$ cat config.mk
export PLATFORM = sky130hd
export DESIGN_NAME = rst_seq_ctrl
export DESIGN_NICKNAME = d
export VERILOG_FILES = /design/src/rtl/rst_seq_ctrl.sv
export SDC_FILE = /design/constraint.sdc
export NUM_CORES = 1
export LEC_CHECK = 0
export CAP_MARGIN = 10
export CORE_ASPECT_RATIO = 1.25
export CORE_UTILIZATION = 60
export CTS_BUF_LIST = sky130_fd_sc_hd__clkbuf_4 sky130_fd_sc_hd__clkbuf_8 sky130_fd_sc_hd__clkbuf_16
export DETAILED_ROUTE_END_ITERATION = 6
export GPL_ROUTABILITY_DRIVEN = 0
export MAX_ROUTING_LAYER = met4
export PLACE_DENSITY = 0.85
export SETUP_SLACK_MARGIN = 0.2
export SKIP_CTS_REPAIR_TIMING = 1
export SYNTH_ARGS = -nofsm -noshare
export SYNTH_HDL_FRONTEND = slang
export SYNTH_SLANG_ARGS = --single-unit
$ cat constraint.sdc
create_clock -name CLK -period 6.2 [get_ports CLK]
set_input_delay 1.86 -clock CLK [delete_from_list [all_inputs] [get_ports CLK]]
set_output_delay 1.86 -clock CLK [all_outputs]
set_load 0.01 [all_outputs]
$ cat src/rtl/rst_seq_ctrl.sv
// rst_seq_ctrl: releases reset domains one at a time in index order and supervises their acks
module rst_seq_ctrl #(
  parameter int NUM_DOMAINS = 3,
  parameter int HOLD_CYCLES = 4,
  parameter int GAP_CYCLES  = 2,
  parameter int ACK_TIMEOUT = 16
) (
  input  logic                   CLK,
  input  logic                   RST,
  input  logic                   SW_RST_REQ,
  input  logic [NUM_DOMAINS-1:0] DOMAIN_ACK,
  output logic [NUM_DOMAINS-1:0] DOMAIN_RST,
  output logic                   SEQ_DONE,
  output logic                   SEQ_ERR,
  output logic [2:0]             ERR_DOMAIN
);
  localparam int HG   = HOLD_CYCLES > GAP_CYCLES ? HOLD_CYCLES : GAP_CYCLES;
  localparam int CMAX = HG > ACK_TIMEOUT ? HG : ACK_TIMEOUT;
  localparam int CW   = $clog2(CMAX + 1);
  typedef enum logic [2:0] {HOLD, RELEASE, WAIT_ACK, GAP, DONE, ERROR} state_t;
  state_t state_q, state_d;
  logic [2:0] idx_q, idx_d, err_dom_q, err_dom_d, loss_idx, fault_idx;
  logic [CW-1:0] cnt_q, cnt_d;
  logic [NUM_DOMAINS-1:0] domain_rst_q, domain_rst_d, cur, nxt, acked, loss;
  logic done_q, done_d, err_q, err_d, ack_cur, last, fault, restart;
  // next-state, counter and output computation; a lost ack outranks timeout and advance
  always_comb begin
    state_d      = state_q;
    idx_d        = idx_q;
    cnt_d        = cnt_q;
    domain_rst_d = domain_rst_q;
    done_d       = done_q;
    err_d        = err_q;
    err_dom_d    = err_dom_q;
    fault        = 1'b0;
    restart      = 1'b0;
    cur          = '0;
    nxt          = '0;
    acked        = '0;
    for (int i = 0; i < NUM_DOMAINS; i++) begin
      cur[i]   = 3'(i) == idx_q;
      nxt[i]   = 3'(i) == idx_q + 3'd1;
      acked[i] = state_q == DONE || (state_q == GAP && 3'(i) <= idx_q) || (state_q == WAIT_ACK && 3'(i) < idx_q);
    end
    loss     = acked & ~DOMAIN_ACK;
    loss_idx = '0;
    for (int i = NUM_DOMAINS - 1; i >= 0; i--)
      if (loss[i]) loss_idx = 3'(i);
    fault_idx = |loss ? loss_idx : idx_q;
    ack_cur   = |(DOMAIN_ACK & cur);
    last      = idx_q == 3'(NUM_DOMAINS - 1);
    case (state_q)
      HOLD:
        if (cnt_q == CW'(HOLD_CYCLES - 1)) begin
          state_d      = RELEASE;
          cnt_d        = '0;
          domain_rst_d = domain_rst_q & ~cur;
        end else cnt_d = cnt_q + CW'(1);
      RELEASE: begin
        state_d = WAIT_ACK;
        cnt_d   = CW'(1);
      end
      WAIT_ACK:
        if (|loss || (!ack_cur && cnt_q == CW'(ACK_TIMEOUT - 1))) fault = 1'b1;
        else if (ack_cur) begin
          state_d = last ? DONE : GAP;
          done_d  = last;
          cnt_d   = '0;
        end else cnt_d = cnt_q + CW'(1);
      GAP:
        if (|loss) fault = 1'b1;
        else if (cnt_q == CW'(GAP_CYCLES - 1)) begin
          state_d      = RELEASE;
          idx_d        = idx_q + 3'd1;
          cnt_d        = '0;
          domain_rst_d = domain_rst_q & ~nxt;
        end else cnt_d = cnt_q + CW'(1);
      DONE:
        if (|loss) fault = 1'b1;
        else restart = SW_RST_REQ;
      ERROR: restart = SW_RST_REQ;
      default: state_d = HOLD;
    endcase
    if (fault) begin
      state_d      = ERROR;
      domain_rst_d = '1;
      done_d       = 1'b0;
      err_d        = 1'b1;
      err_dom_d    = fault_idx;
    end
    if (restart) begin
      state_d      = HOLD;
      idx_d        = '0;
      cnt_d        = '0;
      domain_rst_d = '1;
      done_d       = 1'b0;
      err_d        = 1'b0;
    end
  end
  // state and registered outputs; reset forces every domain back into reset at once
  always_ff @(posedge CLK or posedge RST) begin
    if (RST) begin
      state_q      <= HOLD;
      idx_q        <= '0;
      cnt_q        <= '0;
      domain_rst_q <= '1;
      done_q       <= 1'b0;
      err_q        <= 1'b0;
      err_dom_q    <= '0;
    end else begin
      state_q      <= state_d;
      idx_q        <= idx_d;
      cnt_q        <= cnt_d;
      domain_rst_q <= domain_rst_d;
      done_q       <= done_d;
      err_q        <= err_d;
      err_dom_q    <= err_dom_d;
    end
  end
  assign DOMAIN_RST = domain_rst_q;
  assign SEQ_DONE   = done_q;
  assign SEQ_ERR    = err_q;
  assign ERR_DOMAIN = err_dom_q;
endmodule

### After elaboration in Yosys (flattened, before gate mapping)

Index checks and enable logic that the tools add are counted.

* flip-flop bits (word level): 19
* input bits: 6
* output and inout port bits: 8
* logic and storage cells: 121

* $add $sub $neg: 2
* magnitude comparators: 6
* equal/unequal tests: 23
* mux-type cells: 42
* bitwise operators: 7
* reductions and logical operators: 34

Operators by type and width (number)
* 3-bit two-way mux: 20
* 5-bit two-way mux: 6
* 5-bit case mux with 4 select lines: 1
* 4-bit != test, second input constant: 4
* 3-bit case mux with 5 select lines: 1
* 3-bit AND: 4
* 1-bit two-way mux: 10
* 3-bit by 2-bit equality test with 1-bit output, second input constant: 3
* 3-bit zero test: 3
* 3-bit != test, second input constant: 3
* 3-bit inverter: 3
* 3-bit AND reduction: 3
* 1-bit logical AND: 7
* 1-bit logical OR: 7
* 1-bit by 3-bit equality test with 1-bit output, first input constant: 2
* 2-bit by 3-bit equality test with 1-bit output, first input constant: 2
* 3-bit equality test, second input constant: 2
* 1-bit by 3-bit <= comparator with 1-bit output, first input constant: 2
* 1-bit by 3-bit less-than comparator with 1-bit output, first input constant: 2
* 3-bit case mux with 2 select lines: 1
* 6-bit AND reduction: 1
* 2-bit nonzero test: 3
* 3-bit nonzero test: 2
* 3-bit OR reduction: 2
* other kinds (18): 20

### Longest topological paths before layout

Gate-level depths: netlist of run 1.

* word-level depth: 11
* depth in mapped cells: 10
* mapped depth without buffers: 8

### Worst setup path after synthesis of run 1

OpenSTA, ideal clock, no wires.

* kind: input to register
* from: input port DOMAIN_ACK[2]
* to: register err_dom_q[0] (netlist: ERR_DOMAIN[0])
* arrival: 3042 ps
* required time: 6075 ps
* slack: 3034 ps
* cell stages on the path: 5
* cells stage by stage: a22oi_1 a21oi_1 o31a_2 o32ai_2 mux2_2

* cells in the longest elaborated chain, start to end: 7

RTL lines
* start, declared: line 11 `input logic [NUM_DOMAINS-1:0] DOMAIN_ACK,`
* 3-bit AND: line 50 `ack_cur = |(DOMAIN_ACK & cur);`
* 3-bit OR reduction: line 50
* 1-bit zero test: line 64 `if (|loss || (!ack_cur && cnt_q == CW'(ACK_TIMEOUT - 1))) fault = 1'b1;`
* 1-bit logical AND: line 64
* 1-bit logical OR: line 64
* 1-bit two-way mux: line 64
* 1-bit case mux with 2 select lines: line 52 `case (state_q)`
* end signal, assigned: line 117 `err_dom_q <= err_dom_d;`
* end, declared: line 22 `logic [2:0] idx_q, idx_d, err_dom_q, err_dom_d, loss_idx, fault_idx;`

Parallel ways exist; a longest one is shown, timed or not.
A chain may end at the register's enable or synchronous reset.

### Worst setup path after layout of run 1

* from: input port DOMAIN_ACK[1]
* to: register err_dom_q[0] (netlist: ERR_DOMAIN[0])

The elaborated chain is that of the path after synthesis.

==> impl_metrics.ini, run 1 <==
[status]
status = finished clean

[sta]
slew_headroom_pct = 26.5
period_minus_slack_ps = 4000
fmax_mhz = 250
tns_ps = 0
slew_violations = 0
setup_viol = 0
rsz0062_at_grt = false
finalHoldViolCount = 0
finalCritPeriodShare_pct = 64.5
tightest_slew_ps = 1100
skew_ps = 10.3

[pwr]
p_switching_mw = 0.393
swShare_pct = 47.9
powerDensity_nw_per_um2 = 516
intPower_mw = 0.428
p_comb_share_pct = 61.0
seq_power_share_pct = 31.1
ir_drop_v = 0.000327
power_frac_clock_pct = 7.9
leakagePower_nw = 0.691

[setup_path]
cp_cell_sequence = clkdlybuf4s50_1 > inv_1 > a222oi_1 > o31a_2 > o32ai_2 > mux2_2
required_ps = 6400
crit_fanout = 11
rr_worst_depth = 8
slowest_delay_ps = 930
r2r-end = ERR_DOMAIN[0]$_DFFE_PP0P_
rrSetupSlack_ps = 2840
arrival_ps = 4200
slowest_stage = a222oi_1
cp-start-kind = primary input
path_class = primary input to flop
cp-end-kind = flop
r2r_start = idx_q[0]$_DFFE_PP0P_

[placed_design]
postPlaceCellArea_um2 = 1560
dp_hpwl_um = 2480
port-buffer-count = 13

[flow_run]
cap_violations = 0

[global_routing]
grt_util_met1_pct = 38.0
grt_use_met3_pct = 3.16
grt_usage_pct = 28.6
grt_pass1_wl_um = 5220
busiest_layer = met2
antenna_found_initial = 0
grt_pass1_vias = 1186
met2_usage_pct = 42.3
gr-total-overflow = 0
grt_max_degree = 22

[synthesis]
synth_cell_types = 52
synth_area_leaders = dfrtp_1, ha_1, dfstp_2
yosys.area.top_type = dfrtp_1
synth_edf_count = 0
avgSynthCellArea_um2 = 8.99
synth_ff_type = dfrtp_1
synthDominantCellAreaShare_pct = 27.2
syn_nets = 179
synth-seq-cells = 19
synth_common_cells = dfrtp_1, inv_1, nand2_1
yosysMostFrequentCell = dfrtp_1
seq_area_frac_synth_pct = 32.5
synth_area_um2 = 1470
syn_inst = 164
yosysWarnings = 0
postSynth.asyncResetShare_pct = 100

[worst_hold_path]
hold_start = SEQ_ERR$_DFFE_PP0P_
hold_path.class = flop to flop
hold_end = SEQ_ERR$_DFFE_PP0P_
hold_depth = 1

[clock_tree]
root_buffer = clkbuf_4
cts_max_path_buffers = 2
cts_made_buffers = 3
cts_sinks = 19
insertion_delay_ps = 310
cts_max_level = 1
clk_pin_slew_worst_paths_ps = 110
cts_tree = done

[cells_and_area]
nets = 187
multi_input_area_um2 = 861
area_growth_pct = 7.98
nFillCells = 187
final_area_um2 = 1590
n_antenna_cell = 0
drive_above_1_share_pct = 9.94
register_area_um2 = 479

[routing]
wl_per_cell_um = 16.1
drc_errors = 0
wirelength_um = 3250
vias = 1254
viasPerCell = 6.21
drt_iter0_markers = 35
dr.pass1.iters = 4
antenna_left = 0

[floorplanning]
fp.dieW_um = 46.3
num_io_pins = 14
start_util_pct = 65.3
die_height_um = 57.4
core_um2 = 2260
rows = 19
die-area_um2 = 2660
[area by class of cell]
class / count / share of cell area [%]
tap: 31 / 2.44
clock buffer: 3 / 1.42
inverter: 14 / 3.30
clock inverter: 1 / 0.472
timing repair buffer: 13 / 8.18
multi-input combinational: 121 / 54.1
sequential: 19 / 30.1
[logic make-up after synthesis]
logic type | count (synthesis) | synth area share [%]
adder cells (fa/ha/maj) | 9 | 7.64
AO/OA/AOI/OAI | 53 | 27.4
buffers and inverters | 24 | 9.08
XOR/XNOR | 3 | 1.78
flip-flops | 19 | 32.5
multiplexers | 5 | 3.48
AND/OR/NAND/NOR | 51 | 18.1
[placed cells by master, fill, tap and decap left out, types with 3 or more instances in the layout]
master / netlist / final
clkdlybuf4s50_1: 0 / 13
dfrtp_1: 16 / 16
nor2_1: 9 / 9
o21a_1: 5 / 5
inv_1: 14 / 14
dfstp_2: 3 / 3
o22ai_1: 3 / 3
nand4_1: 3 / 3
nand2_1: 13 / 13
ha_1: 9 / 9
a22oi_1: 4 / 4
a21oi_1: 6 / 6
mux2i_1: 4 / 4
a211oi_1: 3 / 3
a211o_1: 4 / 4
nor3_1: 8 / 8
and3_1: 3 / 3
nor2b_1: 4 / 4
a31oi_1: 3 / 3
clkbuf_4: 0 / 3
o21ai_0: 6 / 6
[metrics by stage]
| stage | util, % | hold WS, ps | total power, mW | std cells | worst slack [ps] |
|---|---|---|---|---|---|
| floorplan | - | 496 | 0.666 | 164 | 3030 |
| global placement | 69.1 | 499 | 0.733 | 198 | 1930 |
| detailed placement | 69.1 | 500 | 0.752 | 198 | 1880 |
| CTS | 70.5 | 527 | 0.818 | 202 | 2210 |
| global route | 70.5 | 540 | 0.889 | 202 | 2010 |
| finish | 70.5 | 517 | 0.821 | 202 | 2200 |
[state kept, by name, summed over array words and instances, names as in the netlist]
name / cells
DOMAIN_RST: 3
ERR_DOMAIN: 3
SEQ_DONE: 1
SEQ_ERR: 1
cnt_q: 5
idx_q: 3
state_q: 3
[critical path, delay by kind of cell]
kind | cells | cell delay (ps)
multiplexers | 1 | 360
AO/OA/AOI/OAI | 3 | 1420
buffers and inverters | 2 | 550
[power by group through the flow]
stage                     clock network, mW  registers, mW  logic (mW)
after CTS                            0.0667          0.253       0.498
final                                0.0651          0.255       0.501
after global routing                 0.0687          0.264       0.556
after detailed placement                  0          0.256       0.496
after floorplan                           0          0.227       0.439
after global placement                    0          0.252       0.481
[worst max-delay path by stage]
stage / slack, ps / depth (start not counted) / endpoint / from
6_report: 2200 / 6 / ERR_DOMAIN[0]$_DFFE_PP0P_ / DOMAIN_ACK[1]
5_1_grt: 2010 / 6 / ERR_DOMAIN[0]$_DFFE_PP0P_ / DOMAIN_ACK[2]
4_1_cts: 2210 / 6 / ERR_DOMAIN[0]$_DFFE_PP0P_ / DOMAIN_ACK[1]
3_5_place_dp: 1880 / 6 / ERR_DOMAIN[0]$_DFFE_PP0P_ / DOMAIN_ACK[1]
3_3_place_gp: 1930 / 6 / ERR_DOMAIN[0]$_DFFE_PP0P_ / DOMAIN_ACK[2]
2_1_floorplan: 3030 / 5 / ERR_DOMAIN[0]$_DFFE_PP0P_ / DOMAIN_ACK[2]
[metal layers]
metal	vias to the layer above	part of all wire, %
met5	-	0
met4	0	2.7
met3	11	4.8
met2	39	50
met1	587	43
li1	617	-
(Power assumes the default switching activity.)
==> inputs of run 2 (changes only) <==
Settings changed: CORE_UTILIZATION 60 to 57, PLACE_DENSITY 0.85 to 0.81.
Clock period 6.2 ns to 3.99 ns, I/O delays scaled along.
==> impl_metrics.ini, run 2 (synthesized netlist as in run 1, its figures left out) <==
[global_routing]
gr-total-overflow = 0
grt_pass1_wl_um = 5220
antenna_found_initial = 0
grt_util_met1_pct = 35.3
met2_usage_pct = 41.1
busiest_layer = met2
grt_max_degree = 22
grt_use_met3_pct = 4.91
grt_pass1_vias = 1181
grt_usage_pct = 27.0

[routing]
drt_iter0_markers = 56
viasPerCell = 6.18
dr.pass1.iters = 4
antenna_left = 0
vias = 1273
wirelength_um = 3340
drc_errors = 0
wl_per_cell_um = 16.2

[setup_path]
arrival_ps = 3270
cp-start-kind = primary input
crit_fanout = 11
r2r_start = idx_q[0]$_DFFE_PP0P_
path_class = primary input to flop
cp-end-kind = flop
required_ps = 4180
r2r-end = cnt_q[1]$_DFFE_PP0P_
rr_worst_depth = 9
rrSetupSlack_ps = 1140

[floorplanning]
start_util_pct = 60.1
fp.dieW_um = 47.5
die_height_um = 58.9
rows = 20
die-area_um2 = 2790
num_io_pins = 14
core_um2 = 2450

[sta]
finalHoldViolCount = 0
whs_ps = 538
slew_violations = 0
tns_ps = 0
tightest_slew_ps = 798
setup_viol = 0
rsz0062_at_grt = false
slew_headroom_pct = 46.8
skew_ps = 4.25
period_minus_slack_ps = 3080
fmax_mhz = 325
fin_ws_ps = 911
finalCritPeriodShare_pct = 77.2

[clock_tree]
cts_sinks = 19
cts_max_level = 1
insertion_delay_ps = 300
clk_pin_slew_worst_paths_ps = 120
cts_max_path_buffers = 2
cts_made_buffers = 3
cts_tree = done
root_buffer = clkbuf_4

[pwr]
p_switching_mw = 0.624
p_comb_share_pct = 62.1
ir_drop_v = 0.000530
powerDensity_nw_per_um2 = 812
leakagePower_nw = 0.701
intPower_mw = 0.683
seq_power_share_pct = 30.2
swShare_pct = 47.7
power_frac_clock_pct = 7.7

[cells_and_area]
n_antenna_cell = 0
largest_reg_flops = 5
nets = 189
regMostFlops = cnt_q
fin_util_pct = 65.6
area_growth_pct = 9.17
drive_above_1_share_pct = 11.0
final_common_cell = dfrtp_1
layout_common_cells = dfrtp_1, inv_1, nand2_1, clkdlybuf4s50_1

[placed_design]
preCtsSetupSlack_ps = 610
port-buffer-count = 13
dp_hpwl_um = 2500

[flow_run]
cap_violations = 0

[worst_hold_path]
hold_path.class = flop to flop
hold_depth = 2
hold_end = ERR_DOMAIN[1]$_DFFE_PP0P_
hold_start = ERR_DOMAIN[1]$_DFFE_PP0P_

[status]
status = finished clean
run 2: cell count changes in the layout (fill, tap and decap cells not counted):
cell and delta:
buf_4 +2
run 2: final cells by class:
| class | instances | area (um2) |
|---|---|---|
| Multi-Input combinational cell | 121 | 861 |
| Timing Repair Buffer | 15 | 145 |
| Tap cell | 33 | 41.3 |
| Fill cell | 217 | 843 |
| Inverter | 14 | 52.6 |
| Sequential cell | 19 | 479 |
| Clock inverter | 1 | 7.51 |
| Clock buffer | 3 | 22.5 |
run 2: worst max path at each step:
stage / from / endpoint / slack, ps / depth (start not counted)
3_3_place_gp: DOMAIN_ACK[2] / ERR_DOMAIN[0]$_DFFE_PP0P_ / 690 / 6
2_1_floorplan: DOMAIN_ACK[2] / ERR_DOMAIN[0]$_DFFE_PP0P_ / 1490 / 5
6_report: DOMAIN_ACK[2] / ERR_DOMAIN[0]$_DFFE_PP0P_ / 910 / 6
3_5_place_dp: DOMAIN_ACK[2] / ERR_DOMAIN[0]$_DFFE_PP0P_ / 610 / 6
5_1_grt: DOMAIN_ACK[2] / ERR_DOMAIN[0]$_DFFE_PP0P_ / 790 / 6
4_1_cts: DOMAIN_ACK[2] / ERR_DOMAIN[0]$_DFFE_PP0P_ / 930 / 6
run 2: per-stage QoR:
step / instance area (um2) / std cells / power (mW)
floorplan: 1470 / 164 / 1.03
global placement: 1580 / 202 / 1.16
detailed placement: 1580 / 202 / 1.20
CTS: 1610 / 206 / 1.30
global route: 1610 / 206 / 1.40
finish: 1610 / 206 / 1.31
run 2: critical path, stage by stage:
cell,delay (ps)
clkdlybuf4s50_1,420
a22oi_1,240
a21oi_1,220
o31a_2,340
o32ai_2,450
mux2_2,410
run 2: metal layers:
metal | wire (um) | up-vias | share of wire, %
met3 | 152 | 2 | 4.6
met2 | 1640 | 41 | 49
met5 | 0 | - | 0
met4 | 19 | 0 | 0.57
met1 | 1520 | 610 | 46
li1 | - | 620 | -
run 2: power groups by stage:
stage	combinational [mW]	clock [mW]	sequential (mW)
after global placement	0.772	0	0.390
after floorplan	0.681	0	0.353
after detailed placement	0.800	0	0.395
final	0.812	0.101	0.394
after global routing	0.881	0.110	0.406
after CTS	0.804	0.103	0.390
==> inputs of run 3 (changes only) <==
Clock period 3.99 ns to 2.99 ns, I/O delays scaled along.
==> impl_metrics.ini, run 3 (synthesized netlist as in run 1, its figures left out) <==
[clock_tree]
cts_max_level = 1
root_buffer = clkbuf_4
cts_made_buffers = 3
cts_max_path_buffers = 2
cts_sinks = 19
clk_pin_slew_worst_paths_ps = 120
cts_tree = done
insertion_delay_ps = 310

[sta]
setup_viol = 0
finalCritPeriodShare_pct = 84.6
fmax_mhz = 395
tightest_slew_ps = 725
skew_ps = 3.85
slew_headroom_pct = 51.6
tns_ps = 0
slew_violations = 0
finalHoldViolCount = 0
period_minus_slack_ps = 2530
rsz0062_at_grt = false
fin_ws_ps = 461

[setup_path]
cp_cell_sequence = ha_1 > a221oi_2 > o21ai_0 > a222oi_1 > buf_4 > o32ai_2 > buf_4 > a311o_1
cp-start-kind = flop
rr_worst_depth = 8
cp-end-kind = flop
slowest_delay_ps = 510
slowest_stage = dfrtp_1
arrival_ps = 2740
rrSetupSlack_ps = 460
r2r_start = idx_q[1]$_DFFE_PP0P_
r2r-end = state_q[2]$_DFFE_PP0P_
required_ps = 3200
path_class = flop to flop
crit_fanout = 10
crit_top_cell = buf_4

[pwr]
p_switching_mw = 0.856
powerDensity_nw_per_um2 = 1110
power_frac_clock_pct = 7.6
p_comb_share_pct = 65.5
seq_power_share_pct = 26.9
swShare_pct = 46.6
leakagePower_nw = 0.732
intPower_mw = 0.979
power_mw = 1.84
ir_drop_v = 0.000574

[routing]
antenna_left = 0
wl_per_cell_um = 15.8
viasPerCell = 6.28
vias = 1332
wirelength_um = 3340
drt_iter0_markers = 64
drc_errors = 0
dr.pass1.iters = 4

[flow_run]
cap_violations = 0

[global_routing]
grt_max_degree = 20
antenna_found_initial = 0
gr-total-overflow = 0
grt_pass1_wl_um = 5490
grt_pass1_vias = 1291
grt_usage_pct = 28.7

[placed_design]
postPlaceCellArea_um2 = 1620
preCtsSetupSlack_ps = 144
port-buffer-count = 13
dp_hpwl_um = 2550

[status]
status = finished clean

[cells_and_area]
nets = 195
area_growth_pct = 12.2
final_common_cell = dfrtp_1
fin_util_pct = 67.4
final_area_um2 = 1650
n_antenna_cell = 0
regMostFlops = cnt_q
largest_reg_flops = 5
drive_above_1_share_pct = 14.0
layout_common_cells = dfrtp_1, inv_1, nand2_1, clkdlybuf4s50_1

[floorplanning]
rows = 20
num_io_pins = 14
start_util_pct = 60.1
die-area_um2 = 2790
fp.dieW_um = 47.5
core_um2 = 2450
die_height_um = 58.9

[worst_hold_path]
hold_depth = 1
hold_end = SEQ_ERR$_DFFE_PP0P_
hold_start = SEQ_ERR$_DFFE_PP0P_
hold_path.class = flop to flop
## run 3: cell types whose count changed in the layout (fill, tap and decap cells not counted)
cell	change
buf_4	+6
## run 3: per-stage QoR
stage          cells  hold slack, ps
6_report         212             506
5_1_grt          212             555
4_1_cts          212             512
3_5_place_dp     208             485
3_3_place_gp     208             488
2_1_floorplan    164             496
## run 3: final cells by class
cell class / count / area [um2]
Fill cell: 222 / 798
Sequential cell: 19 / 479
Timing Repair Buffer: 21 / 190
Multi-Input combinational cell: 121 / 861
Clock inverter: 1 / 7.51
Clock buffer: 3 / 22.5
Inverter: 14 / 52.6
Tap cell: 33 / 41.3
## run 3: per-layer routing
metal	track usage, %	wire length, um	part of all wire (%)
met5	-	0	0
met4	15.5	110	3.3
met3	2.76	106	3.2
met2	47.0	1720	52
met1	33.3	1400	42
## run 3: how the worst max path moves through the flow
stage,start,endpoint,slack [ps],depth (start not counted)
detailed placement,DOMAIN_ACK[2],cnt_q[1]$_DFFE_PP0P_,140,8
CTS,idx_q[1]$_DFFE_PP0P_,state_q[2]$_DFFE_PP0P_,470,8
floorplan,idx_q[0]$_DFFE_PP0P_,state_q[2]$_DFFE_PP0P_,550,10
finish,idx_q[1]$_DFFE_PP0P_,state_q[2]$_DFFE_PP0P_,460,8
global route,idx_q[1]$_DFFE_PP0P_,state_q[2]$_DFFE_PP0P_,240,8
global placement,DOMAIN_ACK[1],state_q[2]$_DFFE_PP0P_,250,7
## run 3: power groups by stage
stage          logic [mW]  registers [mW]  clock network (mW)
2_1_floorplan       0.909           0.471                   0
3_5_place_dp         1.19           0.497                   0
6_report             1.20           0.494               0.139
3_3_place_gp         1.15           0.491                   0
4_1_cts              1.19           0.491               0.143
5_1_grt              1.33           0.514               0.149
## run 3: worst max-delay path: cells and delay by family (launching register included)
family                     cells  cell delay [ps]
buffers and inverters          2              450
AOI/OAI and AO/OA              5             1190
adders and majority gates      1              270
DFF                            1              510
